--- src/rtl/alu_ctrl_decode.sv ---
// Registered RV32I decode stage feeding ALU control, register indices and datapath enables.
// Optional macro ALU_CTRL_DECODE_STATS_EN adds stat_decoded/stat_illegal transfer counters.
module alu_ctrl_decode #(
   parameter int XLEN      = 32,
   parameter bit RESET_NOP = 1'b1
) (
   input  logic            clock,
   input  logic            reset,
   input  logic [31:0]     in_instr,
   input  logic            in_valid,
   output logic            in_ready,
   input  logic            flush,
   output logic            out_valid,
   input  logic            out_ready,
   output logic [3:0]      aluoper,
   output logic            selopr2,
   output logic [XLEN-1:0] dataimmed,
   output logic [4:0]      rs1,
   output logic [4:0]      rs2,
   output logic [4:0]      rd,
   output logic            regwrite,
   output logic            memread,
   output logic            memwrite,
   output logic            branch,
   output logic            jump,
   output logic [2:0]      brfunct3,
   output logic            illegal,
`ifdef ALU_CTRL_DECODE_STATS_EN
   output logic [31:0]     stat_decoded,
   output logic [31:0]     stat_illegal,
`endif
   output logic            trap
);

   localparam logic [6:0] OPC_OP     = 7'b0110011;
   localparam logic [6:0] OPC_OPIMM  = 7'b0010011;
   localparam logic [6:0] OPC_LOAD   = 7'b0000011;
   localparam logic [6:0] OPC_STORE  = 7'b0100011;
   localparam logic [6:0] OPC_BRANCH = 7'b1100011;
   localparam logic [6:0] OPC_LUI    = 7'b0110111;
   localparam logic [6:0] OPC_AUIPC  = 7'b0010111;
   localparam logic [6:0] OPC_JAL    = 7'b1101111;
   localparam logic [6:0] OPC_JALR   = 7'b1100111;

   localparam logic [3:0] ALU_ADD  = 4'b0000;
   localparam logic [3:0] ALU_SUB  = 4'b0001;
   localparam logic [3:0] ALU_XOR  = 4'b0010;
   localparam logic [3:0] ALU_OR   = 4'b0011;
   localparam logic [3:0] ALU_AND  = 4'b0100;
   localparam logic [3:0] ALU_SLL  = 4'b0101;
   localparam logic [3:0] ALU_SRL  = 4'b0110;
   localparam logic [3:0] ALU_SRA  = 4'b0111;
   localparam logic [3:0] ALU_SLT  = 4'b1000;
   localparam logic [3:0] ALU_SLTU = 4'b1001;

   typedef enum logic {RUN = 1'b0, TRAP = 1'b1} state_t;

   typedef struct packed {
      logic [3:0]  aluoper;
      logic        selopr2;
      logic [31:0] dataimmed;
      logic [4:0]  rs1;
      logic [4:0]  rs2;
      logic [4:0]  rd;
      logic        regwrite;
      logic        memread;
      logic        memwrite;
      logic        branch;
      logic        jump;
      logic [2:0]  brfunct3;
      logic        illegal;
   } fields_t;

   state_t  state_reg, state_next;
   logic    out_valid_reg, out_valid_next;
   fields_t fields_reg, dec, reset_fields;
   logic    legal, accept, xfer_out;

   logic [6:0]  opcode;
   logic [2:0]  funct3;
   logic [6:0]  funct7;
   logic [31:0] imm_i, imm_s, imm_b, imm_u, imm_j, imm_sh;

   assign opcode = in_instr[6:0];
   assign funct3 = in_instr[14:12];
   assign funct7 = in_instr[31:25];
   assign imm_i  = {{20{in_instr[31]}}, in_instr[31:20]};
   assign imm_s  = {{20{in_instr[31]}}, in_instr[31:25], in_instr[11:7]};
   assign imm_b  = {{19{in_instr[31]}}, in_instr[31], in_instr[7], in_instr[30:25], in_instr[11:8], 1'b0};
   assign imm_u  = {in_instr[31:12], 12'b0};
   assign imm_j  = {{11{in_instr[31]}}, in_instr[31], in_instr[19:12], in_instr[20], in_instr[30:21], 1'b0};
   assign imm_sh = {27'b0, in_instr[24:20]};

   always_comb begin
      reset_fields         = '0;
      reset_fields.selopr2 = RESET_NOP;
   end

   always_comb begin
      dec      = '0;
      legal    = 1'b1;
      dec.rs1  = in_instr[19:15];
      dec.rs2  = in_instr[24:20];
      dec.rd   = in_instr[11:7];
      case (opcode)
         OPC_OP: begin
            dec.regwrite = 1'b1;
            case (funct3)
               3'b000:  dec.aluoper = funct7[5] ? ALU_SUB : ALU_ADD;
               3'b100:  dec.aluoper = ALU_XOR;
               3'b110:  dec.aluoper = ALU_OR;
               3'b111:  dec.aluoper = ALU_AND;
               3'b001:  dec.aluoper = ALU_SLL;
               3'b101:  dec.aluoper = funct7[5] ? ALU_SRA : ALU_SRL;
               3'b010:  dec.aluoper = ALU_SLT;
               default: dec.aluoper = ALU_SLTU;
            endcase
            // Only sub/sra may carry funct7=0100000; everything else needs all-zero funct7.
            if (funct7 == 7'b0100000) begin
               if (funct3 != 3'b000 && funct3 != 3'b101) legal = 1'b0;
            end else if (funct7 != 7'b0000000) begin
               legal = 1'b0;
            end
         end
         OPC_OPIMM: begin
            dec.selopr2   = 1'b1;
            dec.regwrite  = 1'b1;
            dec.dataimmed = imm_i;
            case (funct3)
               3'b000:  dec.aluoper = ALU_ADD;
               3'b010:  dec.aluoper = ALU_SLT;
               3'b011:  dec.aluoper = ALU_SLTU;
               3'b100:  dec.aluoper = ALU_XOR;
               3'b110:  dec.aluoper = ALU_OR;
               3'b111:  dec.aluoper = ALU_AND;
               3'b001:  dec.aluoper = ALU_SLL;
               default: dec.aluoper = in_instr[30] ? ALU_SRA : ALU_SRL;
            endcase
            if (funct3 == 3'b001 || funct3 == 3'b101) begin
               dec.dataimmed = imm_sh;
               if (in_instr[31] || (in_instr[29:25] != 5'b0)) legal = 1'b0;
            end
         end
         OPC_LOAD: begin
            dec.selopr2   = 1'b1;
            dec.dataimmed = imm_i;
            dec.memread   = 1'b1;
            dec.regwrite  = 1'b1;
         end
         OPC_STORE: begin
            dec.selopr2   = 1'b1;
            dec.dataimmed = imm_s;
            dec.memwrite  = 1'b1;
            dec.rd        = 5'd0;
         end
         OPC_BRANCH: begin
            dec.dataimmed = imm_b;
            dec.branch    = 1'b1;
            dec.brfunct3  = funct3;
            dec.rd        = 5'd0;
            case (funct3[2:1])
               2'b00:   dec.aluoper = ALU_SUB;
               2'b10:   dec.aluoper = ALU_SLT;
               2'b11:   dec.aluoper = ALU_SLTU;
               default: legal = 1'b0;
            endcase
         end
         OPC_LUI: begin
            dec.selopr2   = 1'b1;
            dec.rs1       = 5'd0;
            dec.dataimmed = imm_u;
            dec.regwrite  = 1'b1;
         end
         OPC_AUIPC: begin
            dec.selopr2   = 1'b1;
            dec.dataimmed = imm_u;
            dec.regwrite  = 1'b1;
         end
         OPC_JAL: begin
            dec.selopr2   = 1'b1;
            dec.dataimmed = imm_j;
            dec.jump      = 1'b1;
            dec.regwrite  = 1'b1;
         end
         OPC_JALR: begin
            dec.selopr2   = 1'b1;
            dec.dataimmed = imm_i;
            dec.jump      = 1'b1;
            dec.regwrite  = 1'b1;
         end
         default: legal = 1'b0;
      endcase
      if (in_instr[1:0] != 2'b11) legal = 1'b0;
      // Illegal words are still passed down, but stripped of every field and enable.
      if (!legal) begin
         dec         = '0;
         dec.illegal = 1'b1;
      end
   end

   assign xfer_out = out_valid_reg && out_ready && !flush;
   assign in_ready = (state_reg == RUN) && (!out_valid_reg || out_ready) && !flush;
   assign accept   = in_valid && in_ready;

   always_comb begin
      state_next     = state_reg;
      out_valid_next = out_valid_reg;
      if (flush) begin
         state_next     = RUN;
         out_valid_next = 1'b0;
      end else begin
         if (xfer_out && fields_reg.illegal) state_next = TRAP;
         if (accept)        out_valid_next = 1'b1;
         else if (xfer_out) out_valid_next = 1'b0;
      end
   end

   always_ff @(posedge clock or posedge reset) begin
      if (reset) begin
         state_reg     <= RUN;
         out_valid_reg <= 1'b0;
         fields_reg    <= reset_fields;
      end else begin
         state_reg     <= state_next;
         out_valid_reg <= out_valid_next;
         if (accept) fields_reg <= dec;
      end
   end

`ifdef ALU_CTRL_DECODE_STATS_EN
   always_ff @(posedge clock or posedge reset) begin
      if (reset) begin
         stat_decoded <= '0;
         stat_illegal <= '0;
      end else if (xfer_out) begin
         stat_decoded <= stat_decoded + 32'd1;
         if (fields_reg.illegal) stat_illegal <= stat_illegal + 32'd1;
      end
   end
`else
   // Statistics counters are not built in this configuration.
`endif

   assign out_valid = out_valid_reg;
   assign trap      = (state_reg == TRAP);
   assign aluoper   = fields_reg.aluoper;
   assign selopr2   = fields_reg.selopr2;
   assign dataimmed = fields_reg.dataimmed;
   assign rs1       = fields_reg.rs1;
   assign rs2       = fields_reg.rs2;
   assign rd        = fields_reg.rd;
   assign regwrite  = fields_reg.regwrite;
   assign memread   = fields_reg.memread;
   assign memwrite  = fields_reg.memwrite;
   assign branch    = fields_reg.branch;
   assign jump      = fields_reg.jump;
   assign brfunct3  = fields_reg.brfunct3;
   assign illegal   = fields_reg.illegal;

endmodule

--- config.mk ---
export PLATFORM = sky130hd
export DESIGN_NAME = alu_ctrl_decode
export DESIGN_NICKNAME = d
export VERILOG_FILES = /design/src/rtl/alu_ctrl_decode.sv
export SDC_FILE = /design/constraint.sdc
export NUM_CORES = 1
export LEC_CHECK = 0
export ABC_AREA = 0
export BUFFER_PORTS_ARGS = -buffer_cell sky130_fd_sc_hd__buf_2
export CAP_MARGIN = 20
export CORE_MARGIN = 2
export CORE_UTILIZATION = 46
export DETAILED_ROUTE_END_ITERATION = 12
export GPL_ROUTABILITY_DRIVEN = 1
export PLACE_DENSITY = 0.77
export REMOVE_ABC_BUFFERS = 1
export SYNTH_ARGS = -nofsm -noshare
export SYNTH_HDL_FRONTEND = slang
export SYNTH_SLANG_ARGS = --single-unit
--- constraint.sdc ---
create_clock -name clock -period 1.8 [get_ports clock]
set_clock_uncertainty 0.15 [all_clocks]
set_input_delay 0.09 -clock clock [delete_from_list [all_inputs] [get_ports clock]]
set_output_delay 0.09 -clock clock [all_outputs]
set_load 0.02 [all_outputs]
---- Word-level counts from Yosys, hierarchy flattened ----
Cells that the tools add are included.
operators by class
  muxes and demuxes ....................... 31
  reductions and logical operators ........ 27
  bitwise operators ....................... 1
  equality and inequality tests ........... 21
operator list
  operator              number
  $pmux W32 S6          1
  $mux W61              1
  $pmux W4 S7           2
  $mux W32              1
  $eq A7 B6 Y1 const B  4
  $pmux W4 S3           2
  $eq A7 B7 Y1 const B  3
  $mux W1               20
  $eq A7 B5 Y1 const B  2
  $reduce_or A7 Y1      2
  $eq A3 B3 Y1 const B  4
  $mux W5               2
  $reduce_or A2 Y1      4
  $eq A7 B2 Y1 const B  1
  $logic_and A1 B1 Y1   7
  $reduce_bool A7 Y1    1
  $eq A3 B2 Y1 const B  2
  $reduce_bool A3 Y1    2
  $reduce_or A6 Y1      1
  $reduce_bool A5 Y1    1
  $eq A2 B2 Y1 const B  2
  $pmux W1 S4           1
  $eq A3 B1 Y1 const B  1
  $logic_not A3 Y1      1
  other kinds (9)       12
storage, ports and cells
  output and inout bits ................... 64
  register bits ........................... 63
  word-level logic and storage cells ...... 95
  input port bits ......................... 37

---- Longest topological paths before layout ----
  depth after elaboration ................. 7
  depth in mapped cells ................... 8
  mapped depth without buffers ............ 7

---- Worst setup path before layout ----
Ideal clock, no wire load.
  path kind ............................... register -> register
  start ................................... register out_valid_reg, in the netlist out_valid
  end ..................................... register fields_reg (netlist bit rs1[0])
  stages on the path, launching flop included .. 7
  setup slack ............................. -0.457 ns
  clock period less this slack ............ 2.257 ns
  data required time ...................... 1.528 ns
  path buffers ............................ 2
  setup time .............................. 0.122 ns
  arrival time ............................ 1.985 ns
  cells stage by stage .................... dfrtp_1 -> nand2b_1 -> nor3b_1 -> nand2_1 -> clkbuf_1 -> clkbuf_1 -> a32o_1
between the ends
  longest elaborated chain between the ends .. 5
RTL lines
  what                              RTL line  RTL
  start: declaration                75        logic out_valid_reg, out_valid_next;
  start signal: assignment          225       out_valid_reg <= out_valid_next;
  $logic_not A1 Y1                  202       assign in_ready = (state_reg == RUN) && (!out_valid_reg || out_ready) && !flush;
  $logic_or A1 B1 Y1                202
  $logic_and A1 B1 Y1 (2 in a row)  202
  via in_ready                      11        output logic in_ready,
  $logic_and A1 B1 Y1               203       assign accept = in_valid && in_ready;
  end signal: assignment            222       fields_reg <= reset_fields;
  end: declaration                  76        fields_t fields_reg, dec, reset_fields;
The timed path passes the listed nets, and every way through them passes these cells.
A chain may end at the register's enable or synchronous reset.

---- Worst setup path after layout ----
  start ................................... input port out_ready
  end ..................................... register fields_reg (netlist bit rs1[3])
between the ends
  longest elaborated chain between the ends .. 4
RTL lines
  what                              RTL line  RTL
  start: declaration                14        input logic out_ready,
  $logic_or A1 B1 Y1                202
  $logic_and A1 B1 Y1 (2 in a row)  202
  $logic_and A1 B1 Y1               203
Every way passes these cells.

==> impl_metrics.yaml <==
cells_and_area:
  syn_to_final_growth_pct: 42.76
  largest_reg_flops: 32
  layout.cells.most_common: "sky130_fd_sc_hd__buf_2"
  mostFrequentLayoutCells: "sky130_fd_sc_hd__buf_2, sky130_fd_sc_hd__dfrtp_1, sky130_fd_sc_hd__nand2_1"
  final-instance-count-excl-fill: 532
  antenna_cells: 0
  final_layout_net_count: 491
  proportion_of_layout_cells_with_a_drive_suffix_above_1_pct: 37.80
critical_path:
  worst-path-max-fanout: 19
  timing.critical_path.buf_inv: 3
  crit_path_cell_trace: "dlygate4sd3_1 -> buf_2 -> nand2b_1 -> nor3b_4 -> and2_1 -> o31a_1 -> buf_12 -> a32o_1"
  r2r_slack_ns: 0.10
  critPathCaptureType: "flop"
  path_class: "input port to flop"
  critical_path.slowest_cell: "sky130_fd_sc_hd__dlygate4sd3_1"
  worst-endpoint-required_ns: 1.87
  crit_path_start_kind: "input port"
  critical-path-max-stage-delay_ns: 0.53
  critPathArrivalTime_ns: 1.80
  critical-path-top-delay-family: "buffers and inverters"
timing:
  rsz0062_at_grt: "no"
  maxClockFrequency_ghz: 0.5790
  postLayoutSetupSlackWorst_ns: 0.07278
  post-route-min-period_ns: 1.727
  timing.final.max_slew_violations: 0
  setup-violations-final: 0
  worst_slew_pin_slew_ns: 0.4547
  relSlewSlack_pct: 69.36
  worst_hold_slack_ns: 0.02164
  post-route-period-util_pct: 95.96
  final_hold_viol_count: 0
synthesis:
  yosysWarningCount: 0
  complex_gate_fraction_of_the_synthesized_area_pct: 27.35
  netlist-cell-type-count: 48
  synthXorXnorAreaFrac_pct: 0.5707
  postSynth.asyncResetShare_pct: 100.0
  post_synth_fa_ha_maj_area_fraction_pct: 1.631
  postSynthRegisterBits: 63
  ys_seq_area_share_pct: 51.41
  per_instance_average_area_after_synthesis_um2: 10.33
  dominant_combinational_cell_family_by_area_after_synthesis: "compound AO/OA/AOI/OAI gates"
  muxShareOfSynthArea_pct: 1.060
  basic_gate_share_of_the_synthesized_area_counting_and_or_nand_and_nor_cells_pct: 13.45
  mapped_area_um2: 3069
  synth-edff-count: 0
  synth_cells: 297
  postSynth.topFlopCell: "sky130_fd_sc_hd__dfrtp_1"
hold_path:
  hold_class: "input port to flop"
detailed_routing:
  residual_antenna_violating_net_count_after_detailed_routing: 0
  dr.pass1.iters: 5
  route.detailed.vias_per_inst: 5.609
  via_count: 2984
  wire_per_inst_um: 16.25
  finalWirelength_um: 8646
  drt-initial-drc-count: 245
  route.detailed.drc: 0
pwr:
  power_w: 0.003202
  cellInternalPower_w: 0.002389
  power.share.clock_pct: 42.0
  p_seq_share_pct: 45.1
  switching_share_pct: 25.39
  static-leakage-power_nw: 2.160
  vdd_ir_drop_max_mv: 0.6721
  combinationalPowerShare_pct: 12.9
  powerDensity_nw_per_um2: 730.8
  switching_power_w: 0.0008132
grt:
  grt_max_degree: 64
  global_route_wire_length_before_repair_um: 14350
  grt_antenna_before_repair: 0
  global_route.overflow_total: 0
  grt_use_total_pct: 24.67
  grt_pass1_vias: 2989
floorplan:
  floorplan.die_area_um2: 7342
  die_h_um: 85.69
  pin_count: 101
  initial_standard_cell_utilization_of_the_core_pct: 48.06
  die_width_um: 85.69
  std_cell_rows: 29
  core-area_um2: 6386
placed_design:
  dp_hpwl_um: 6011
  placement.setup.worst_slack_ns: -0.03447
  placer_congestion: 0.8431
  post-place-cells: 483
  io_buffer_count: 100
clock_network:
  cts.root.buffer_cell: "sky130_fd_sc_hd__clkbuf_8"
  post-cts-setup-buffer-count: 0
  htreeDepth: 3
  cts_tree: "yes"
  cts-buffers-inserted: 9
  worst_setup_hold_path_clk_slew_ns: 0.07
  max-clock-path-buffers: 2
  clock_latency_on_the_worst_skew_pair_ns: 0.34
  num_clock_sinks: 63
run_status:
  status: "completed"
job:
  timing.max_cap.violations: 0
worst reg2reg max path, cell delays in order, from the launching register on:
cell and delay [ns]:
sky130_fd_sc_hd__dfrtp_1 0.40, sky130_fd_sc_hd__nand2b_1 0.10, sky130_fd_sc_hd__nor3b_4 0.23, sky130_fd_sc_hd__nand2_2 0.15
sky130_fd_sc_hd__buf_4 0.27, sky130_fd_sc_hd__a22o_1 0.28
routing by layer:
layer	wire, um	up-vias	track usage [%]
met3	631	4	5.679
li1	-	1409	-
met2	4075	126	39.49
met4	57	0	6.494
met1	3882	1445	34.07
met5	0	-	0
cell usage after synthesis (all sizes together), types with 4 or more instances:
cell type | instances | area, um^2
a21oi | 23 | 130.1
a22o | 13 | 113.9
a22oi | 5 | 37.54
a32o | 18 | 180.2
buf | 12 | 86.33
clkbuf | 9 | 33.78
dfrtp | 62 | 1551
ha | 4 | 50.05
inv | 5 | 18.77
nand2 | 40 | 150.1
nand3 | 5 | 25.02
nor2 | 10 | 37.54
nor2b | 7 | 43.79
nor3 | 6 | 35.03
o21ai | 36 | 210.2
o31a | 4 | 35.03
power groups by stage:
stage / registers [W] / clock network, W / logic (W)
after floorplan: 0.00149 / 0 / 0.000140
after global placement: 0.00147 / 0 / 0.000344
after detailed placement: 0.00147 / 0 / 0.000350
after CTS: 0.00144 / 0.00135 / 0.000407
after global routing: 0.00145 / 0.00143 / 0.000451
final: 0.00144 / 0.00134 / 0.000413
final timing paths:
path / startpoint / cells past startpoint / endpoint
setup / recovery: out_ready / 8 / rs1[3]$_DFFE_PP0P_
hold / removal: in_instr[14] / 3 / brfunct3[2]$_DFFE_PP0P_
setup reg to reg: out_valid$_DFFE_PP0P_ / 5 / rs2[0]$_DFFE_PP0P_
hold reg to reg: dataimmed[26]$_DFFE_PP0P_ / 2 / dataimmed[26]$_DFFE_PP0P_
max in group asynchronous: reset / 4 / selopr2$_DFFE_PP1P_
min in group asynchronous: reset / 4 / dataimmed[23]$_DFFE_PP0P_
stage by stage:
stage               utilization [%]  cell area (um^2)  setup TNS [ns]
finish                        68.61              4382               0
global route                  68.61              4382               0
CTS                           68.40              4368               0
detailed placement            59.82              3820         -0.3128
global placement              59.82              3820               0
floorplan                         -              2949          -68.96
repair_timing:
action | 4_1_cts | 5_1_grt
gates resized for setup | 1 | 4
hold endpoints to repair | 110 | 0
endpoints found under the setup margin | 45 | 23
pin swaps | 0 | 0
hold buffers | 33 | 0
logic make-up after synthesis:
group	Yosys count
compound gates	115
simple gates	84
flops	63
buf+inv	26
fa+ha+maj	4
mux	3
xor+xnor	2
area by class of cell:
class | instances | area, um^2
Fill cell | 480 | 2004
Sequential cell | 63 | 1578
Multi-Input combinational cell | 208 | 1380
Timing Repair Buffer | 163 | 1096
Clock buffer | 10 | 127.6
Tap cell | 77 | 96.34
Clock inverter | 6 | 85.08
Inverter | 5 | 18.77
Power figures use the tool's default switching activity.
